**src/rtl/i8080_master.sv**
```systemverilog
// i8080_master: 8-bit 8080-style LCD bus initiator with programmable CS setup, strobe-low and strobe-high timing.
// Define I8080_CS_KEEP_EN to accept back-to-back requests in the last HOLD cycle without releasing CS.
module i8080_master #(
  parameter int CS_SETUP = 2,
  parameter int LOW_CYC  = 3,
  parameter int HIGH_CYC = 3,
  parameter int CNT_W    = 8
) (
  input  logic       CLK,
  input  logic       RST,
  input  logic       cmd_valid,
  output logic       cmd_ready,
  input  logic       cmd_rd,
  input  logic       cmd_rs,
  input  logic [7:0] cmd_data,
  output logic       rsp_valid,
  output logic [7:0] rsp_data,
  output logic       busy,
  output logic       i8080_CS,
  output logic       i8080_RS,
  output logic       i8080_WR,
  output logic       i8080_RD,
  output logic [7:0] i8080_DO,
  output logic       i8080_DOE,
  input  logic [7:0] i8080_DI
);

  typedef enum logic [1:0] {IDLE, SETUP, STROBE, HOLD} state_t;

  localparam logic [CNT_W-1:0] SETUP_LD = CNT_W'(CS_SETUP - 1);
  localparam logic [CNT_W-1:0] LOW_LD   = CNT_W'(LOW_CYC - 1);
  localparam logic [CNT_W-1:0] HIGH_LD  = CNT_W'(HIGH_CYC - 1);

  state_t           state;
  logic [CNT_W-1:0] cnt;
  logic             rd_q;
  logic             last;
  logic             accept;

  assign last = (cnt == '0);

`ifdef I8080_CS_KEEP_EN
  assign cmd_ready = !RST && ((state == IDLE) || ((state == HOLD) && last));
`else
  assign cmd_ready = !RST && (state == IDLE);
`endif

  assign accept = cmd_valid && cmd_ready;
  assign busy   = (state != IDLE);

  // Each state loads the down-counter on entry and leaves when it reaches zero.
  // A request accepted in HOLD (keep mode) re-enters SETUP with CS still low.
  always_ff @(posedge CLK) begin
    if (RST) begin
      state     <= IDLE;
      cnt       <= '0;
      rd_q      <= 1'b0;
      rsp_valid <= 1'b0;
      rsp_data  <= 8'h00;
      i8080_CS  <= 1'b1;
      i8080_RS  <= 1'b0;
      i8080_WR  <= 1'b1;
      i8080_RD  <= 1'b1;
      i8080_DO  <= 8'h00;
      i8080_DOE <= 1'b0;
    end else begin
      rsp_valid <= 1'b0;
      if (accept) begin
        state     <= SETUP;
        cnt       <= SETUP_LD;
        rd_q      <= cmd_rd;
        i8080_CS  <= 1'b0;
        i8080_RS  <= cmd_rs;
        i8080_DO  <= cmd_data;
        i8080_DOE <= !cmd_rd;
      end else begin
        case (state)
          SETUP: begin
            if (last) begin
              state <= STROBE;
              cnt   <= LOW_LD;
              if (rd_q) i8080_RD <= 1'b0;
              else      i8080_WR <= 1'b0;
            end else begin
              cnt <= cnt - 1'b1;
            end
          end
          STROBE: begin
            if (last) begin
              state    <= HOLD;
              cnt      <= HIGH_LD;
              i8080_WR <= 1'b1;
              i8080_RD <= 1'b1;
              if (rd_q) begin
                rsp_data  <= i8080_DI;
                rsp_valid <= 1'b1;
              end
            end else begin
              cnt <= cnt - 1'b1;
            end
          end
          HOLD: begin
            if (last) begin
              state     <= IDLE;
              i8080_CS  <= 1'b1;
              i8080_DOE <= 1'b0;
            end else begin
              cnt <= cnt - 1'b1;
            end
          end
          default: ;
        endcase
      end
    end
  end

endmodule

```
**config.mk**
```make
export PLATFORM = sky130hd
export DESIGN_NAME = i8080_master
export DESIGN_NICKNAME = d
export VERILOG_FILES = /design/src/rtl/i8080_master.sv
export SDC_FILE = /design/constraint.sdc
export NUM_CORES = 1
export LEC_CHECK = 0
export CAP_MARGIN = 20
export CORE_UTILIZATION = 49
export CTS_CLUSTER_SIZE = 30
export DETAILED_ROUTE_END_ITERATION = 10
export GPL_TIMING_DRIVEN = 0
export PLACE_DENSITY = 0.83
export RECOVER_POWER = 100
export SLEW_MARGIN = 20
export SYNTH_ARGS = -nofsm -noshare
export SYNTH_HDL_FRONTEND = slang
export SYNTH_SLANG_ARGS = --single-unit
```
**constraint.sdc**
```tcl
create_clock -name CLK -period 4.1 [get_ports CLK]
set_clock_uncertainty 0.1 [all_clocks]
set_input_delay 0.82 -clock CLK [delete_from_list [all_inputs] [get_ports CLK]]
set_output_delay 0.82 -clock CLK [all_outputs]
set_load 0.05 [all_outputs]
```
==> results.yml <==
clocking:
  post-cts-setup-buffers: 0
  cts_tree: "done"
  clock_latency_ns: 0.33
  htreeDepth: 2
  cts_resized: 0
  clk_path_buf_depth: 2
  cts-root-buf: "clkbuf_4"
  tritoncts.num_buffers: 5
  clock_sinks: 33
  clk_pin_slew_ns: 0.10
  holdBufCountCts: 0
global_routing:
  grt_max_degree: 12
  overflow: 0
  grt_pass1_wl_microns: 5820
  antenna_found_initial: 0
  grt_pass1_vias: 1357
  grtUsageTotal: 0.234
sta:
  rsz0062_at_grt: "no"
  worst_pin_slew_ns: 0.648
  setup_viol: 0
  min_period_ns: 3.87
  setup_ws_ns: 0.226
  slew_headroom: 0.568
  tns_ns: 0
  slew_violations: 0
  finalHoldViolCount: 0
  maxClockFrequency_ghz: 0.258
  fin_crit_sh: 0.945
run_status:
  violations: "DRC"
  outcome: "finished with violations"
yosys:
  synth_nets: 180
  synth_cells: 151
  syn_avg_cell_area_sq_um: 9.77
  synth-edff-count: 0
  synth.most_common_cell: "dfxtp_1"
  synth-seq-area-share: 0.448
  async_flop_share: 0
  synth.distinct_cells: 41
  synth.ff_latch_count: 33
  yosys-top-cells-count: "dfxtp_1, nor2_1, a22o_1"
  yosysTopAreaCell: "dfxtp_1"
  ys.flop_type: "dfxtp_1"
  yosysTopAreaCellShare: 0.448
  yosysWarnings: 0
  synth_area_sq_um: 1480
  synthTopCellsByArea: "dfxtp_1, ha_1, mux2i_1"
placed_design:
  dp_hpwl_microns: 2630
  dpl_cell_area_sq_um: 1950
  pre_cts_slack_ns: 0.306
  dp.cells: 226
  io_buffers: 44
  gp_congestion: 0.773
worst_setup_path:
  arrival_ns: 2.95
  timing.rr.end: "rsp_data[3]"
  crit_path_start_kind: "primary input"
  crit_path_end_kind: "output pin"
  cp_max_fo: 10
  r2r-start: "state[0]"
  reg2reg_depth: 8
  crit_type: "primary input to output pin"
  rrSetupSlack_ns: 1.53
  required_ns: 3.18
power_and_ir_drop:
  p_leak_nw: 0.817
  power_density_nw_per_um2: 473
  ir_drop_mv: 0.306
  p_total_w: 0.000961
finish:
  syn2layout_area_growth_pct: 37.7
  final_area_sq_um: 2030
  nNetsFinal: 231
  layout.cells.non_filler: 234
  n_antenna_cell: 0
  layout-drive-gt1-share: 0.0591
detailed_routing:
  viasPerCell: 5.79
  ant_nets: 0
  vias: 1356
  routed_wl_microns: 3540
  wire_per_inst_microns: 15.1
  drtIter0Drc: 72
  dr.pass1.iters: 8
  drcViolationCount: 6
floorplanning:
  rows: 19
  initial_core_util: 0.526
  boundaryPins: 45
  die_height_microns: 56.9
  die_area_sq_um: 3230
  die_w_microns: 56.9
  placeableCoreArea_sq_um: 2810
flow_run:
  max_cap_violations: 0
worst_hold_path:
  hold_path_class: "flip-flop to flip-flop"
  hold_start: "i8080_RS"
  worstHoldPathCells: 1
  hold_end: "i8080_RS"
registers in the layout, summed over array words and instances, names as in the netlist:
| name | count |
|---|---|
| cnt | 8 |
| i8080_WR | 1 |
| i8080_RS | 1 |
| i8080_DO | 8 |
| state | 2 |
| i8080_RD | 1 |
| i8080_CS | 1 |
| rsp_valid | 1 |
| rsp_data | 8 |
| i8080_DOE | 1 |
| rd_q | 1 |
cell families (layout without fill, tap and decap cells):
family,after synthesis,after routing,share of synthesized area
AND/OR/NAND/NOR,45,45,0.181
XOR/XNOR,1,1,0.00594
AO/OA/AOI/OAI,42,42,0.202
adder cells (fa/ha/maj),8,8,0.0679
flip-flops,33,33,0.448
multiplexers,8,8,0.0543
buffers and inverters,14,66,0.0416
report_power, final:
group / leakage, nW / switching (W) / internal (W)
combinational: 0.503 / 0.000205 / 0.000120
clock: 0.0445 / 0.000115 / 0.000145
sequential: 0.269 / 0.0000250 / 0.000351
worst max-delay path, stage by stage:
cell             delay (ns)
dlygate4sd3_1          0.57
clkbuf_1               0.36
clkbuf_1               0.40
nor2_1                 0.07
clkdlybuf4s50_1        0.73
stage by stage:
stage,utilization,hold slack (ns)
2_1_floorplan,-,0.357
3_3_place_gp,0.697,0.355
3_5_place_dp,0.697,0.361
4_1_cts,0.728,0.382
5_1_grt,0.724,0.414
6_report,0.724,0.379
cells in the final DEF (no fill, tap or decap), types with 3 or more instances in the layout:
cell and n:
inv_1 6, clkbuf_1 8, or4_1 4, or3_1 6, ha_1 8, nand2_1 5, a22o_1 9, clkbuf_4 5
nor3_1 3, clkdlybuf4s50_1 19, mux2i_1 8, dfxtp_1 33, o21ai_0 7, nor2_1 13, a31oi_1 4, dlygate4sd3_1 25
a21oi_1 8
cell type report:
type,count,area [sq um]
Fill cell,206,773
Multi-Input combinational cell,104,751
Sequential cell,33,661
Timing Repair Buffer,44,440
Clock buffer,6,51.3
Tap cell,31,38.8
Clock inverter,2,37.5
Buffer,8,30.0
Inverter,6,22.5
worst max path at each step:
| stage | endpoint | depth (start not counted) | slack (ns) | from |
|---|---|---|---|---|
| floorplan | cmd_ready | 3 | 1.31 | RST |
| global placement | cmd_ready | 5 | 0.34 | RST |
| detailed placement | cmd_ready | 5 | 0.31 | RST |
| CTS | cmd_ready | 5 | 0.29 | RST |
| global route | cmd_ready | 5 | 0.13 | RST |
| finish | cmd_ready | 5 | 0.23 | RST |
routing by layer:
metal / vias to the layer above / wire, microns / GRT usage
met1: 651 / 1580 / 0.286
li1: 659 / - / -
met4: 0 / 34 / 0.0732
met3: 4 / 147 / 0.0530
met2: 42 / 1780 / 0.408
met5: - / 0 / 0
(Power assumes the default switching activity.)
